<file path="src/rtl/shift_pkg.sv">
// shift_pkg: constants and state type shared by the shift_rx deserializer.
`default_nettype none

package shift_pkg;

  localparam int DEFAULT_WIDTH = 8;

  typedef enum logic {
    DATA = 1'b0,
    PAR  = 1'b1
  } rx_state_t;

  // Required XOR of data bits plus parity bit (0 = even parity).
  localparam logic PARITY_EVEN = 1'b0;

endpackage

`default_nettype wire

</file>
<file path="src/rtl/rx_bit_counter.sv">
// rx_bit_counter: modulo counter with enable, synchronous clear and terminal-count flag.
`default_nettype none

module rx_bit_counter #(
  parameter int MODULUS = 8,
  parameter int CW      = (MODULUS > 1) ? $clog2(MODULUS) : 1
) (
  input  logic clk,
  input  logic areset_n,
  input  logic en,
  input  logic clr,
  output logic tc
);

  logic [CW-1:0] count;

  assign tc = (count == CW'(MODULUS - 1));

  // A clear that coincides with an enable counts that bit as the first one.
  always_ff @(posedge clk or negedge areset_n) begin
    if (!areset_n) begin
      count <= '0;
    end else if (clr) begin
      count <= en ? CW'(1) : '0;
    end else if (en) begin
      count <= tc ? '0 : count + 1'b1;
    end
  end

endmodule

`default_nettype wire

</file>
<file path="src/rtl/shift_rx.sv">
// shift_rx: LSB-first serial-to-parallel receiver with valid/ready output and overrun flag.
// Optional even-parity frame check enabled by defining SHIFT_RX_PARITY_EN.
`default_nettype none

module shift_rx
  import shift_pkg::*;
#(
  parameter int WIDTH = DEFAULT_WIDTH
) (
  input  logic             clk,
  input  logic             areset_n,
  input  logic             sin,
  input  logic             sin_valid,
  input  logic             sync,
  output logic [WIDTH-1:0] q,
  output logic             q_valid,
  input  logic             q_ready,
  output logic             overrun,
  input  logic             ovr_clr,
  output logic             par_err
);

  rx_state_t        state;
  logic [WIDTH-1:0] shreg;
  logic [WIDTH-1:0] shifted;
  logic [WIDTH-1:0] word;
  logic             take;
  logic             tc;
  logic             complete;
  logic             pfail;

  // Data bits are only shifted in DATA; a sync restarts a word even from PAR.
  assign take    = sin_valid & ((state == DATA) | sync);
  assign shifted = {sin, shreg[WIDTH-1:1]};

  rx_bit_counter #(
    .MODULUS(WIDTH)
  ) u_bit_counter (
    .clk     (clk),
    .areset_n(areset_n),
    .en      (take),
    .clr     (sync),
    .tc      (tc)
  );

  always_comb begin
    complete = 1'b0;
    pfail    = 1'b0;
    word     = shifted;
`ifdef SHIFT_RX_PARITY_EN
    if (sin_valid && !sync && state == PAR) begin
      word = shreg;
      if (((^shreg) ^ sin) == PARITY_EVEN) complete = 1'b1;
      else                                 pfail    = 1'b1;
    end
`else
    complete = sin_valid & ~sync & tc;
`endif
  end

  always_ff @(posedge clk or negedge areset_n) begin
    if (!areset_n) begin
      state   <= DATA;
      shreg   <= '0;
      q       <= '0;
      q_valid <= 1'b0;
      overrun <= 1'b0;
      par_err <= 1'b0;
    end else begin
      if (take) shreg <= shifted;

      if (sync) begin
        state <= DATA;
`ifdef SHIFT_RX_PARITY_EN
      end else if (state == DATA && sin_valid && tc) begin
        state <= PAR;
      end else if (state == PAR && sin_valid) begin
        state <= DATA;
`endif
      end

      par_err <= pfail;

      if (complete) begin
        if (!q_valid || q_ready) begin
          q       <= word;
          q_valid <= 1'b1;
        end
      end else if (q_valid && q_ready) begin
        q_valid <= 1'b0;
      end

      // A dropped word takes priority over a clear on the same edge.
      if (complete && q_valid && !q_ready) overrun <= 1'b1;
      else if (ovr_clr)                    overrun <= 1'b0;
    end
  end

endmodule

`default_nettype wire

</file>
<file path="config.mk">
export PLATFORM = sky130hd
export DESIGN_NAME = shift_rx
export DESIGN_NICKNAME = d
export VERILOG_FILES = /design/src/rtl/shift_pkg.sv /design/src/rtl/rx_bit_counter.sv /design/src/rtl/shift_rx.sv
export SDC_FILE = /design/constraint.sdc
export NUM_CORES = 1
export LEC_CHECK = 0
export ABC_AREA = 1
export CAP_MARGIN = 20
export CORE_ASPECT_RATIO = 2
export CORE_MARGIN = 4
export CORE_UTILIZATION = 32
export CTS_CLUSTER_DIAMETER = 30
export DETAILED_ROUTE_END_ITERATION = 8
export PLACE_DENSITY = 0.64
export SLEW_MARGIN = 20
export SYNTH_ARGS = -nofsm -noshare
export SYNTH_HDL_FRONTEND = slang
export SYNTH_SLANG_ARGS = --single-unit
export TNS_END_PERCENT = 100
</file>
<file path="constraint.sdc">
create_clock -name clk -period 2.61 [get_ports clk]
set_input_delay 0.6525 -clock clk [delete_from_list [all_inputs] [get_ports clk]]
set_output_delay 0.6525 -clock clk [all_outputs]
set_load 0.01 [all_outputs]
</file>
==> impl_metrics.env <==
export IMPL_status="finished clean"
export IMPL_die_x_um=45.3
export IMPL_route_vias_total=630
export IMPL_p_per_area_nw_per_um2=558
export IMPL_postLayoutCoreUtil=0.415
export IMPL_power_uw=603
export IMPL_syn_num_nets=101
export IMPL_crit_family="buffers and inverters"
export IMPL_vias_per_cell=4.67
export IMPL_gp_congestion=0.787
export IMPL_io_buffers=16
export IMPL_ant_nets=0
export IMPL_slew_viol_final=0
export IMPL_tns_ps=0
export IMPL_placed_cells=132
export IMPL_clk_pin_slew_ps=70
export IMPL_ctsResizeCount=0
export IMPL_ys_types=16
export IMPL_clk_latency_ps=250
export IMPL_highest_layer="met4"
export IMPL_core_um2=2600
export IMPL_slowest_delay_ps=540
export IMPL_antenna_found_initial=0
export IMPL_diodes=0
export IMPL_cts_root_buf="clkbuf_8"
export IMPL_hold_violations=0
export IMPL_start_kind="flop"
export IMPL_critPathMaxFanout=2
export IMPL_irDropWorstVdd_mv=0.336
export IMPL_setup_viol=0
export IMPL_cts_buffers=3
export IMPL_clock_path_buffers=2
export IMPL_hp_class="flop to flop"
export IMPL_syn_area_um2=888
export IMPL_finalCritPeriodShare=0.687
export IMPL_syn_area_per_cell_um2=9.66
export IMPL_dr_wl_met2_um=871
export IMPL_worstSetupEndpointType="output port"
export IMPL_cpMaxStageDelayCell="clkdlybuf4s50_1"
export IMPL_pin_count=18
export IMPL_crit_required_ps=1960
export IMPL_die_area_um2=3730
export IMPL_layout_area_overhead_vs_synth_pct=21.5
export IMPL_dp_hpwl_um=1250
export IMPL_firstDrtPassIters=2
export IMPL_ys_warn_count=0
export IMPL_synth_seq_area_share=0.563
export IMPL_worstSetupPathType="flop to output port"
export IMPL_cts_max_level=1
export IMPL_drc=0
export IMPL_start_util=0.341
export IMPL_fp_dieH_um=82.5
export IMPL_rows=26
export IMPL_p_leak_uw=0.000557
export IMPL_drv_cap=0
export IMPL_drive_gt1_frac=0.0748
export IMPL_wl_um=1520
export IMPL_fin_crit_ps=1790
export IMPL_dr_wl_met3_um=58
export IMPL_rsz0062_at_grt="no"
export IMPL_ys_seq_elements=20
export IMPL_cts_hold_buf=0
export IMPL_grt_first_pass_wirelength_um=2750
export IMPL_stdcell_count=135
export IMPL_cts_tree="built"
export IMPL_layout_nets=118
export IMPL_grt_pass1_vias=631
export IMPL_max_freq_mhz=558
export IMPL_fin_skew_ps=5.66
export IMPL_cts_sinks=20
export IMPL_track_usage=0.0997
export IMPL_arrival_ps=1140
export IMPL_cts_setup_buffers=0
export IMPL_crit_chain="clkdlybuf4s50_1"
export IMPL_path_buf_inv=1
export IMPL_timing_hold_ws_ps=473
export IMPL_drt_wirelength_per_cell_um=11.2
export IMPL_detail_route_iter0_violations=16
export IMPL_wl_met1_um=568
export IMPL_postSynthCellCount=92
export IMPL_grt_max_degree=21
export IMPL_grt_overflow_total=0
Yosys cell counts (all sizes together):
master,count,area share
nand2,41,0.17
dfrtp,20,0.56
nand4,8,0.056
buf,5,0.059
inv,5,0.027
nand3,3,0.031
o21ai,3,0.017
a21oi,2,0.011
ha,2,0.028
conb,1,0.0042
nor2,1,0.023
or2,1,0.0070
power breakdown:
group	switching, µW	internal (µW)
Sequential	16.1	332
Clock	86.2	102
Combinational	35.4	30.2
Total	138	465
per-layer routing:
layer | global-route usage | vias to the layer above
met4 | 0.0440 | 0
met3 | 0.0130 | 2
met2 | 0.178 | 11
met5 | 0 | -
met1 | 0.114 | 294
li1 | - | 323
flip-flops by register name, summed over array words and instances, names as in the netlist:
signal,count
q_valid,1
shreg,7
overrun,1
q,8
u_bit_counter.count,3
area by class of cell:
type | instances | area (µm²)
Clock buffer | 3 | 41.3
Fill cell | 282 | 1520
Inverter | 5 | 23.8
Multi-Input combinational cell | 62 | 312
Sequential cell | 20 | 500
Tap cell | 28 | 35.0
Timing Repair Buffer | 17 | 168
stage by stage:
stage / cell area (µm²) / setup slack (ps)
4_1_cts: 1080 / 797
3_5_place_dp: 1040 / 550
2_1_floorplan: 888 / 1370
3_3_place_gp: 1040 / 603
6_report: 1080 / 817
5_1_grt: 1080 / 704
path summary, 6_finish.rpt:
path	from	endpoint	slack, ps	depth (start not counted)
max	q[1]	q[1]	820	1
min	q[5]	q[5]	470	2
max reg2reg	u_bit_counter.count[0]	u_bit_counter.count[0]	1140	4
min reg2reg	q[5]	q[5]	470	2
max in group asynchronous	areset_n	q[4]	1670	2
min in group asynchronous	areset_n	shreg[3]	730	2
kinds of logic (layout without fill, tap and decap cells):
| logic type | Yosys count | after routing | share of synthesized area |
|---|---|---|---|
| AND/OR/NAND/NOR | 54 | 54 | 0.290 |
| flip-flops | 20 | 20 | 0.563 |
| buffers and inverters | 10 | 25 | 0.0859 |
| AO/OA/AOI/OAI | 5 | 5 | 0.0282 |
| adder cells (fa/ha/maj) | 2 | 2 | 0.0282 |
| other | 1 | 1 | 0.00422 |
placed cells by master (no fill, tap or decap):
cell              n
conb_1            1
clkdlybuf4s50_1  16
ha_1              2
nand3_4           1
nor2_8            1
inv_6             1
nand2_1          41
or2_2             1
nand4_1           8
nand3_1           2
o21ai_0           2
clkbuf_8          3
inv_1             4
dfrtp_1          20
o21ai_1           1
buf_4             1
a21oi_1           2
(Power assumes the default switching activity.)
==> RTL edit 1, RTL diff (same settings) <==
Set the package constant `DEFAULT_WIDTH` to 32 (it was 8).
--- a/src/rtl/shift_pkg.sv
+++ b/src/rtl/shift_pkg.sv
@@ -4,5 +4,5 @@
 package shift_pkg;
 
-  localparam int DEFAULT_WIDTH = 8;
+  localparam int DEFAULT_WIDTH = 32;
 
   typedef enum logic {
Interface: changed (resized q); port bits go from 18 to 42. No check against the original RTL was run, so the function may have changed too.
==> RTL edit 1 against the unedited design <==
Wire length grew to 3.8 times the old value. Count of clock-buffer cells in the layout rose by 9. Setup slack worse by 0.13 ns. Register-to-register slack got worse by 0.46 ns. Area after synthesis rose to 3.2 times the old value. Hold slack worse by 0.14 ns. Final area grew to 3.3 times the old value. Total power rose to 4.3 times the old value. Sequential share of layout area grew 2.3 points. Sequential power grew to 3.5 times the old value. Sequential cell count grew 50.
==> RTL edit 1: results <==
set metrics [dict create \
    synthXorXnorAreaFrac 0.00307 \
    fin_nets 364 \
    max_stage_delay_ns 0.42 \
    drive_above_1_share 0.0778 \
    synth_common_cells "nand2_1, dfrtp_1, nand3_1" \
    clk_root_buffer_cell "clkbuf_16" \
    skew_ns 0.00442 \
    reg2regPathDepth 9 \
    port_buffers 40 \
    path_clk_slew_ns 0.05 \
    dpl_cell_area_sq_um 3300 \
    grt_max_degree 71 \
    htree_levels 3 \
    grt_pass1_wl_mm 10.2 \
    synth.area.top_cells "dfrtp_1, nand2_1, nand3_1, buf_6, buf_2" \
    critPathTopFamily "adder cells" \
    synth_fa_ha_area_frac 0.00876 \
    dr.pass1.iters 4 \
    ff2ff_setup_slack_ns 0.68 \
    swShare 0.222 \
    crit_arrival_ns 2.19 \
    gp_congestion 0.758 \
    synth_nets 325 \
    largestRegisters "q x32, shreg x31, u_bit_counter.count x5" \
    outcome "complete, no violations" \
    grt_pass1_vias 2147 \
    cellLeakagePower_nw 1.91 \
]
-- RTL edit 1: changes by cell type in the layout (fill, tap and decap cells not counted), sizes merged, moves of 2 or more --
cell / change
clkdlybuf4s50: +23
nand3: +32
nand4: -7
nor2: +7
dfrtp: +50
inv: +2
clkbuf: +9
buf: +5
clkinv: +3
nand2: +128
-- RTL edit 1: power by group through the flow --
stage | Sequential, mW | Clock, mW | Combinational (mW)
CTS | 1.23 | 1.23 | 0.142
finish | 1.23 | 1.21 | 0.138
floorplan | 1.23 | 0 | 0.0909
global route | 1.24 | 1.29 | 0.165
detailed placement | 1.25 | 0 | 0.143
global placement | 1.24 | 0 | 0.137
-- RTL edit 1: layout make-up --
class	instances	area [sq um]	area share
flip-flops and latches	70	1750	0.486
multi-input cells	222	951	0.264
repair buffers	45	445	0.124
clock buffers	12	256	0.0712
well taps	100	125	0.0347
clock inverters	4	45.0	0.0125
inverters	7	28.8	0.00799
-- RTL edit 1: through the flow --
stage	util	setup slack [ns]	power, mW	std cells
2_1_floorplan	-	1.09	1.32	316
3_3_place_gp	0.382	0.481	1.38	444
3_5_place_dp	0.382	0.430	1.39	444
4_1_cts	0.417	0.641	2.60	460
5_1_grt	0.417	0.469	2.69	460
6_report	0.417	0.683	2.58	460
-- RTL edit 1: worst paths after layout --
path                                        startpoint         to
worst max register to register  u_bit_counter.count[0]      q[30]
worst min register to register                shreg[1]   shreg[1]
min in group clk                              shreg[1]   shreg[1]
max in group asynchronous                     areset_n  shreg[13]
worst max-delay path            u_bit_counter.count[0]      q[30]
worst min-delay path                          areset_n    q_valid
-- RTL edit 1: kinds of logic (layout without fill, tap and decap cells) --
logic type,after synthesis,after routing
AOI/OAI and AO/OA,5,5
xor gates and xnor gates,1,1
adders and majority gates,2,2
buffers and inverters,24,68
DFF,70,70
other,1,1
and+or+nand+nor,213,213
-- RTL edit 1: metal layers --
metal	vias up	part of all wire	track usage
li1	1057	-	-
met1	991	0.40	0.146
met2	42	0.53	0.209
met3	12	0.042	0.0305
met4	0	0.032	0.0788
met5	-	0	0
==> RTL edit 2, RTL diff (config.mk and constraints unchanged) <==
Without the edit above. Put one more register stage on the output `overrun`, without a reset. The value now appears one clock later. The other outputs are not delayed to match.
--- a/src/rtl/shift_rx.sv
+++ b/src/rtl/shift_rx.sv
@@ -20,4 +20,6 @@
   output logic             par_err
 );
+
+  logic overrun_s0;
 
   rx_state_t        state;
@@ -65,5 +67,5 @@
       q       <= '0;
       q_valid <= 1'b0;
-      overrun <= 1'b0;
+      overrun_s0 <= 1'b0;
       par_err <= 1'b0;
     end else begin
@@ -92,7 +94,11 @@
 
       // A dropped word takes priority over a clear on the same edge.
-      if (complete && q_valid && !q_ready) overrun <= 1'b1;
-      else if (ovr_clr)                    overrun <= 1'b0;
+      if (complete && q_valid && !q_ready) overrun_s0 <= 1'b1;
+      else if (ovr_clr)                    overrun_s0 <= 1'b0;
     end
+  end
+
+  always_ff @(posedge clk) begin
+    overrun <= overrun_s0;
   end
 
Check against the original RTL: same outputs for any inputs over 10 cycles, from zero or initial values and one cycle with areset_n low; that may be too few to reach the edited logic, so the function may still have changed.
==> RTL edit 2 against the unedited design <==
Setup slack worse by 0.015 ns. Non-clock buffer count unchanged. Total power rose by 5.6%. Global-route usage decreased by 0.44 points. Final area up 2.3%. Wire length rose by 7.9%. Critical path depth stayed put. Synthesized cell count increased by 1.1%. Area after synthesis rose by 2.3%. Die area increased by 1.9%. Largest cell class unchanged. Count of clock-buffer cells in the layout grew 1. Sequential cell count grew 1. Critical path type unchanged. Combinational power grew 1%. Sequential power rose by 5%.
==> RTL edit 2: results <==
set metrics [dict create \
    rr_endpoint "u_bit_counter.count[0]" \
    crit_arrival_ns 1.16 \
    grt_max_degree 21 \
    dp_hpwl_mm 1.30 \
    drtIter0Drc 27 \
    synth.distinct_cells 17 \
    fin_nets 119 \
    via_per_inst 4.67 \
    outcome "complete, no violations" \
    cts_setup_buffers 0 \
    dr_wl_met2_um 923 \
    wl_met1_um 587 \
    drive_above_1_share 0.0734 \
    yosysWarningCount 0 \
    cellLeakagePower_nw 0.566 \
    wl_met3_um 79 \
    hold_path_startpoint "overrun_s0" \
    max-vdd-ir-drop_mv 0.305 \
    grtUsageTotal 0.0953 \
    ff2ff_setup_slack_ns 1.11 \
    grt_pass1_vias 635 \
    netlist_instances 93 \
    avgRoutedWirePerCell_um 11.9 \
    grt_pass1_wl_mm 2.72 \
    dpl_cell_area_sq_um 1060 \
    ctsLongestPathBuffers 2 \
    gp_congestion 0.866 \
    reg2regPathDepth 4 \
    r2r-start "u_bit_counter.count[0]" \
    clk_latency_ns 0.26 \
    hold_class "reg2reg" \
    place_inst 134 \
    cp_max_fo 2 \
    hold_path_end "overrun" \
    synth_nets 102 \
    skew_ns 0.00227 \
    whs_ns 0.370 \
    antenna_found_initial 0 \
    async_flop_share 0.952 \
    path_clk_slew_ns 0.07 \
    wl_mm 1.64 \
    critPathLaunch "q[0]" \
    ys_seq_area_frac 0.573 \
    min_path_cells 0 \
    synth_flop_cell "dfrtp_1" \
    synth.area.top_cells "dfrtp_1, nand2_1, nand4_1, buf_6, ha_1" \
    clk_root_buffer_cell "clkbuf_8" \
    dr.pass1.iters 6 \
]
==> RTL edit 2: cell types whose count changed after synthesis, sizes merged <==
cell / delta
dfxtp: +1
==> RTL edit 2: layout make-up <==
| cell class | count | area, sq um |
|---|---|---|
| Tap cell | 29 | 36.3 |
| Inverter | 5 | 23.8 |
| Timing Repair Buffer | 17 | 168 |
| Clock buffer | 4 | 45.0 |
| Multi-Input combinational cell | 62 | 312 |
| Fill cell | 270 | 1630 |
| Sequential cell | 21 | 520 |
==> RTL edit 2: kinds of logic (layout without fill, tap and decap cells) <==
group           count (synthesis)  count (layout)  share of synthesized area
simple gates                   54              54                      0.284
flops                          21              21                      0.573
buf+inv                        10              26                     0.0840
compound gates                  5               5                     0.0275
fa+ha+maj                       2               2                     0.0275
other cells                     1               1                    0.00413
==> RTL edit 2: per-stage QoR <==
step	setup WS (ns)	utilization
6_report	0.801	0.404
5_1_grt	0.732	0.404
4_1_cts	0.790	0.404
3_5_place_dp	0.562	0.387
3_3_place_gp	0.606	0.387
2_1_floorplan	1.37	-
==> RTL edit 2: report_power, final <==
| part | switching (mW) | total (mW) | leakage, nW | internal, mW |
|---|---|---|---|---|
| sequential | 0.0168 | 0.364 | 0.275 | 0.347 |
| combinational | 0.0363 | 0.0665 | 0.268 | 0.0302 |
| clock | 0.0966 | 0.205 | 0.0228 | 0.109 |
==> RTL edit 2: how the worst max path moves through the flow <==
stage / end / slack, ns / depth (start not counted)
after floorplan: q[0] / 1.37 / 6
after global placement: q[1] / 0.61 / 6
after detailed placement: q[6] / 0.56 / 6
after CTS: q[5] / 0.79 / 1
after global routing: q[5] / 0.73 / 6
final: q[0] / 0.80 / 1
==> RTL edit 2: routing by layer <==
metal	vias to the layer above	global-route usage
met3	5	0.0130
met2	18	0.167
met1	295	0.0983
met5	-	0
met4	0	0.0560
li1	327	-
